File: src/rtl/hs_arb_pkg.sv
// Shared types and defaults for the hiscore/CPU work-RAM arbiter.
package hs_arb_pkg;

  typedef enum logic [2:0] {
    IDLE,
    WAIT_PAUSE,
    GRANT,
    BUSY,
    RELEASE
  } state_t;

  typedef enum logic {
    OWN_CPU,
    OWN_HS
  } owner_t;

  localparam int unsigned DEF_RD_LAT    = 1;
  localparam int unsigned DEF_PAUSE_TMO = 1023;

endpackage

File: src/rtl/hs_arb_mux.sv
// Combinational owner select driving the shared work-RAM port.
module hs_arb_mux
  import hs_arb_pkg::*;
#(
  parameter int unsigned AW = 16,
  parameter int unsigned DW = 8
) (
  input  logic          i_reset,
  input  owner_t        i_owner,
  input  logic [AW-1:0] i_cpu_addr,
  input  logic          i_cpu_we,
  input  logic [DW-1:0] i_cpu_wdata,
  input  logic [AW-1:0] i_hs_addr,
  input  logic          i_hs_we,
  input  logic [DW-1:0] i_hs_wdata,
  output logic [AW-1:0] o_ram_addr,
  output logic          o_ram_we,
  output logic [DW-1:0] o_ram_wdata
);

  always_comb begin
    o_ram_addr  = i_cpu_addr;
    o_ram_we    = i_cpu_we;
    o_ram_wdata = i_cpu_wdata;
    if (i_owner == OWN_HS) begin
      o_ram_addr  = i_hs_addr;
      o_ram_we    = i_hs_we;
      o_ram_wdata = i_hs_wdata;
    end
    // Never let a stale strobe corrupt RAM while the system is held in reset.
    if (i_reset) begin
      o_ram_we = 1'b0;
    end
  end

endmodule

File: src/rtl/hs_ram_arbiter.sv
// Shares the game core's single-port work RAM between the CPU and the hiscore engine,
// pausing the CPU before handing the RAM over for a burst of hiscore accesses.
module hs_ram_arbiter
  import hs_arb_pkg::*;
#(
  parameter int unsigned AW        = 16,
  parameter int unsigned DW        = 8,
  parameter int unsigned RD_LAT    = DEF_RD_LAT,
  parameter int unsigned PAUSE_TMO = DEF_PAUSE_TMO
) (
  input  logic          i_clk_sys,
  input  logic          i_reset,
  input  logic [AW-1:0] i_cpu_addr,
  input  logic          i_cpu_we,
  input  logic [DW-1:0] i_cpu_wdata,
  input  logic          i_hs_req,
  input  logic          i_hs_strobe,
  input  logic [AW-1:0] i_hs_addr,
  input  logic          i_hs_we,
  input  logic [DW-1:0] i_hs_wdata,
  output logic          o_hs_gnt,
  output logic          o_hs_ack,
  output logic [DW-1:0] o_hs_rdata,
  output logic          o_pause_req,
  input  logic          i_paused,
  output logic [AW-1:0] o_ram_addr,
  output logic          o_ram_we,
  output logic [DW-1:0] o_ram_wdata,
  input  logic [DW-1:0] i_ram_rdata,
  output logic          o_err_tmo,
  output logic          o_err_cpu_wr
);

  localparam int unsigned TMO_W = $clog2(PAUSE_TMO + 1);
  localparam int unsigned LAT_W = $clog2(RD_LAT + 1);

  state_t           r_state, w_state;
  owner_t           r_owner, w_owner;
  logic             r_pause_req, w_pause_req;
  logic             r_hs_gnt, w_hs_gnt;
  logic             r_hs_ack, w_hs_ack;
  logic [DW-1:0]    r_hs_rdata, w_hs_rdata;
  logic             r_err_tmo, w_err_tmo;
  logic             r_err_cpu_wr, w_err_cpu_wr;
  logic [TMO_W-1:0] r_tmo_cnt, w_tmo_cnt;
  logic [LAT_W-1:0] r_lat_cnt, w_lat_cnt;
  logic [AW-1:0]    r_hs_addr, w_hs_addr;
  logic             r_tmo_block, w_tmo_block;
  logic             w_mux_hs_we;
  logic [AW-1:0]    w_mux_hs_addr;

  always_comb begin
    w_state       = r_state;
    w_owner       = r_owner;
    w_pause_req   = r_pause_req;
    w_hs_gnt      = r_hs_gnt;
    w_hs_ack      = 1'b0;
    w_hs_rdata    = r_hs_rdata;
    w_err_tmo     = r_err_tmo;
    w_err_cpu_wr  = r_err_cpu_wr | (i_cpu_we && (r_owner == OWN_HS));
    w_tmo_cnt     = r_tmo_cnt;
    w_lat_cnt     = r_lat_cnt;
    w_hs_addr     = r_hs_addr;
    // A timed-out request stays ignored until the engine drops hs_req once.
    w_tmo_block   = r_tmo_block & i_hs_req;
    w_mux_hs_we   = 1'b0;
    w_mux_hs_addr = i_hs_addr;

    case (r_state)
      IDLE: begin
        if (i_hs_req && !r_tmo_block) begin
          w_pause_req = 1'b1;
          w_tmo_cnt   = '0;
          w_state     = WAIT_PAUSE;
        end
      end
      WAIT_PAUSE: begin
        if (i_paused) begin
          w_hs_gnt = 1'b1;
          w_owner  = OWN_HS;
          w_state  = GRANT;
        end else if (!i_hs_req) begin
          w_pause_req = 1'b0;
          w_state     = IDLE;
        end else if (r_tmo_cnt == TMO_W'(PAUSE_TMO - 1)) begin
          w_err_tmo   = 1'b1;
          w_pause_req = 1'b0;
          w_tmo_block = 1'b1;
          w_state     = IDLE;
        end else begin
          w_tmo_cnt = r_tmo_cnt + TMO_W'(1);
        end
      end
      GRANT: begin
        if (i_hs_strobe) begin
          if (i_hs_we) begin
            w_mux_hs_we = 1'b1;
            w_hs_ack    = 1'b1;
            if (!i_hs_req) begin
              w_state = RELEASE;
            end
          end else begin
            w_hs_addr = i_hs_addr;
            w_lat_cnt = LAT_W'(1);
            w_state   = BUSY;
          end
        end else if (!i_hs_req) begin
          w_state = RELEASE;
        end
      end
      BUSY: begin
        // Keep presenting the read address until the RAM pipeline delivers.
        w_mux_hs_addr = r_hs_addr;
        if (r_lat_cnt == LAT_W'(RD_LAT)) begin
          w_hs_rdata = i_ram_rdata;
          w_hs_ack   = 1'b1;
          w_state    = GRANT;
        end else begin
          w_lat_cnt = r_lat_cnt + LAT_W'(1);
        end
      end
      RELEASE: begin
        w_hs_gnt    = 1'b0;
        w_pause_req = 1'b0;
        w_owner     = OWN_CPU;
        w_state     = IDLE;
      end
      default: begin
        w_state = IDLE;
      end
    endcase
  end

  always_ff @(posedge i_clk_sys) begin
    if (i_reset) begin
      r_state      <= IDLE;
      r_owner      <= OWN_CPU;
      r_pause_req  <= 1'b0;
      r_hs_gnt     <= 1'b0;
      r_hs_ack     <= 1'b0;
      r_hs_rdata   <= '0;
      r_err_tmo    <= 1'b0;
      r_err_cpu_wr <= 1'b0;
      r_tmo_cnt    <= '0;
      r_lat_cnt    <= '0;
      r_hs_addr    <= '0;
      r_tmo_block  <= 1'b0;
    end else begin
      r_state      <= w_state;
      r_owner      <= w_owner;
      r_pause_req  <= w_pause_req;
      r_hs_gnt     <= w_hs_gnt;
      r_hs_ack     <= w_hs_ack;
      r_hs_rdata   <= w_hs_rdata;
      r_err_tmo    <= w_err_tmo;
      r_err_cpu_wr <= w_err_cpu_wr;
      r_tmo_cnt    <= w_tmo_cnt;
      r_lat_cnt    <= w_lat_cnt;
      r_hs_addr    <= w_hs_addr;
      r_tmo_block  <= w_tmo_block;
    end
  end

  hs_arb_mux #(
    .AW(AW),
    .DW(DW)
  ) u_mux (
    .i_reset     (i_reset),
    .i_owner     (r_owner),
    .i_cpu_addr  (i_cpu_addr),
    .i_cpu_we    (i_cpu_we),
    .i_cpu_wdata (i_cpu_wdata),
    .i_hs_addr   (w_mux_hs_addr),
    .i_hs_we     (w_mux_hs_we),
    .i_hs_wdata  (i_hs_wdata),
    .o_ram_addr  (o_ram_addr),
    .o_ram_we    (o_ram_we),
    .o_ram_wdata (o_ram_wdata)
  );

  assign o_hs_gnt     = r_hs_gnt;
  assign o_hs_ack     = r_hs_ack;
  assign o_hs_rdata   = r_hs_rdata;
  assign o_pause_req  = r_pause_req;
  assign o_err_tmo    = r_err_tmo;
  assign o_err_cpu_wr = r_err_cpu_wr;

endmodule

File: config.mk
export PLATFORM = sky130hd
export DESIGN_NAME = hs_ram_arbiter
export DESIGN_NICKNAME = d
export VERILOG_FILES = /design/src/rtl/hs_arb_pkg.sv /design/src/rtl/hs_arb_mux.sv /design/src/rtl/hs_ram_arbiter.sv
export SDC_FILE = /design/constraint.sdc
export NUM_CORES = 1
export LEC_CHECK = 0
export ABC_AREA = 1
export CORE_ASPECT_RATIO = 1.1
export CORE_UTILIZATION = 46
export CTS_CLUSTER_SIZE = 16
export DETAILED_ROUTE_END_ITERATION = 12
export PLACE_DENSITY = 0.92
export SLEW_MARGIN = 20
export SYNTH_ARGS = -nofsm -noshare
export SYNTH_HDL_FRONTEND = slang
export SYNTH_SLANG_ARGS = --single-unit
File: constraint.sdc
create_clock -name i_clk_sys -period 2.41 [get_ports i_clk_sys]
set_input_delay 0.482 -clock i_clk_sys [delete_from_list [all_inputs] [get_ports i_clk_sys]]
set_output_delay 0.482 -clock i_clk_sys [all_outputs]
set_load 0.02 [all_outputs]
==> out/qor.csv <==
metric;value;unit
portion of the post-synthesis area used by sequential elements;37.6;%
antenna violations before repair;0;
maximum fanout along the worst path;9;
RR Startpoint;r_state[0];
initial cell density of the core;49.0;%
total number of H-tree levels;2;
Worst setup endpoint;o_ram_addr[2];
endpoint type of the worst setup path;output pin;
post-detailed-placement half-perimeter wirelength;4890;um
wire length of the first global-routing pass;11500;um
most common cell type on the critical path;sky130_fd_sc_hd__o21ai_0;
First-pass DRT Iterations;4;
combinational group share of total power;29.5;%
relative max-transition margin;76.0;%
Reg-to-Reg End;r_state[0];
final core area utilization;72.3;%
warnings from Yosys;0;
fraction of layout instances using a drive strength above 1;6.44;%
Clock Pin Slew Worst Setup and Hold Paths;0.08;ns
most common cell after layout, fill and taps aside;sky130_fd_sc_hd__nand2_1;
final clock period utilization by the worst path;93.3;%
post-route DRC violation count;0;
switching power;535;uW
launch point of the critical path;r_state[2];
arrival time reported for the critical path endpoint;1.77;ns
unrepaired setup endpoints after global routing;false;
static leakage power;1.39;nW
number of pins with negative max-slew slack in the final report;0;
total design power;1.71;mW
via count of the first global-routing pass;2628;
Worst-Margin Slew;0.359;ns
total global routing overflow;0;
antenna diode count;0;
Worst Hold Slack;0.458;ns
Yosys cell types;29;
number of rows in the core area;26;
Inserted Clock Buffers;5;
post-synth top area share;37.6;%
Root Buffer;sky130_fd_sc_hd__clkbuf_8;
Sequential Power Share;44.8;%
Worst Path Class, Setup;reg2out;
clock latency of the later-clocked register in the worst-skew pair;0.30;ns
total power per unit cell area;493;nW/um^2
total negative slack for setup checks;0;ns
Req. time, crit path;1.93;ns
number of synthesized register bits;44;
syn nets;433;
final cell area excluding filler cells;3460;um^2
slack of the worst reg-to-reg path;0.71;ns
CTS Buffer Depth;2;
total of hold buffers inserted after clock tree synthesis;0;
proportion of power drawn by the clock network;25.7;%
Via-to-Cell Ratio;5.27;
clock tree from TritonCTS;done;
final hold violation count;0;
Layout area overhead;47.8;%
Max Cap Violations;0;
number of failing setup endpoints in the final timing report;0;
Peak supply drop;0.000277;V
FF-to-FF path depth;9;
number of nets in the layout;531;
net switching fraction of the power;31.3;%
global router's overall resource usage;26.3;%
worst hold path type;reg2reg;
cell area after placement;3400;um^2
placeable core area;4780;um^2
port buffer count;100;
clock sink count;44;
Final GP Congestion;0.866;
top-level I/O count;101;
Initial DRC Count;222;
Vias;2749;
Hold Path Depth;2;
Mean Syn Cell Area;6.36;um^2
Pint;1.17;mW
startpoint class of the critical path;flip-flop;
die area;5380;um^2
largest net degree at the start of global routing;30;
cell with the biggest individual delay on the critical path;sky130_fd_sc_hd__dlygate4sd2_1;
Highest Clock Rate;445;MHz
final period demand of the worst path;2.25;ns
commonest cells after routing, fill and taps aside;sky130_fd_sc_hd__nand2_1 (91), sky130_fd_sc_hd__clkdlybuf4s50_1 (83), sky130_fd_sc_hd__nor2_1 (66), sky130_fd_sc_hd__dfxtp_1 (43), sky130_fd_sc_hd__o21ai_0 (35);
Clock Skew;0.00411;ns
stage delay of the slowest cell on the critical path;0.37;ns
cell types occupying the most area after synthesis;sky130_fd_sc_hd__dfxtp_1 (38%), sky130_fd_sc_hd__nand2_1 (15%), sky130_fd_sc_hd__nor2_1 (11%);
residual antenna-violating net count after detailed routing;0;
vertical die dimension;76.8;um
final wirelength;6780;um
area of the mapped netlist;2340;um^2
leading area contributor after synthesis;sky130_fd_sc_hd__dfxtp_1;
instance count of the mapped netlist;368;
Die X;70.0;um
worst path cell trace;inv_2, nand2_2, nor2_4, buf_4, o21ai_0, o21ai_0, dlygate4sd2_1;
routed wirelength normalized by instance count;13.0;um
outcome;finished, final reports clean;
## logic make-up (layout without fill, tap and decap cells)
| group | after synthesis | after routing | share of synthesized area (%) |
|---|---|---|---|
| XOR/XNOR | 3 | 3 | 1.12 |
| AO/OA/AOI/OAI | 80 | 80 | 17.4 |
| buffers and inverters | 40 | 138 | 6.84 |
| flip-flops | 44 | 44 | 37.6 |
| adder cells (fa/ha/maj) | 2 | 2 | 1.07 |
| AND/OR/NAND/NOR | 199 | 199 | 36.0 |
## repair_timing
item	in CTS	in global routing
gates resized for setup	17	2
setup endpoints to repair	16	1
setup buffers	0	0
## worst min-delay path by stage
| stage | from | to |
|---|---|---|
| global route | o_hs_rdata[1] | o_hs_rdata[1] |
| floorplan | r_tmo_block | r_tmo_block |
| finish | o_err_tmo | o_err_tmo |
| global placement | o_err_tmo | o_err_tmo |
| detailed placement | o_err_tmo | o_err_tmo |
| CTS | o_hs_rdata[3] | o_hs_rdata[3] |
## state kept, by name, indices dropped and copies added (netlist names)
name	count
r_lat_cnt	1
o_err_tmo	1
o_hs_rdata	8
r_hs_addr	16
r_tmo_cnt	10
o_err_cpu_wr	1
o_hs_ack	1
r_tmo_block	1
o_hs_gnt	1
r_state	3
o_pause_req	1
## cell type report
type / instances / area, um^2
fillers: 381 / 1320
multi-input cells: 284 / 1300
well taps: 56 / 70.1
flip-flops and latches: 44 / 882
clock buffers: 6 / 72.6
inverters: 24 / 93.8
repair buffers: 107 / 1040
clock inverters: 1 / 5.00
## power by group through the flow
| stage | combinational, mW | clock [mW] | sequential, mW |
|---|---|---|---|
| after global placement | 0.513 | 0 | 0.780 |
| after detailed placement | 0.522 | 0 | 0.781 |
| after floorplan | 0.256 | 0 | 0.784 |
| after CTS | 0.502 | 0.443 | 0.764 |
| after global routing | 0.546 | 0.477 | 0.768 |
| final | 0.503 | 0.438 | 0.765 |
## worst max-delay path: cells and delay by family, from the launching register on
kind	cells	cell delay, ns
DFF	1	0.34
and+or+nand+nor	2	0.22
buffers and inverters	3	0.65
AOI/OAI and AO/OA	2	0.26
## stage by stage
stage	std cells	worst slack [ns]
5_1_grt	522	0.0749
2_1_floorplan	368	0.553
6_report	522	0.161
3_5_place_dp	515	0.0522
3_3_place_gp	515	0.0852
4_1_cts	522	0.0439
## synthesized netlist by cell type, drive strengths merged
library cell,count
nand2,94
nor2,70
o21ai,53
dfxtp,44
nand3,27
a21oi,23
inv,23
clkbuf,10
buf,6
nand4,4
a31oi,3
ha,2
or2,2
xnor2,2
clkinv,1
nor3,1
nor4,1
o21bai,1
xor2,1
## metal layers
metal | wire length [um] | share of wire, % | GRT usage, % | up-vias
li1 | - | - | - | 1400
met1 | 2800 | 41 | 29.7 | 1241
met2 | 3480 | 51 | 48.5 | 101
met3 | 422 | 6.2 | 5.26 | 7
met4 | 84 | 1.2 | 9.20 | 0
met5 | 0 | 0 | 0 | -
Power figures use the tool's default switching activity.
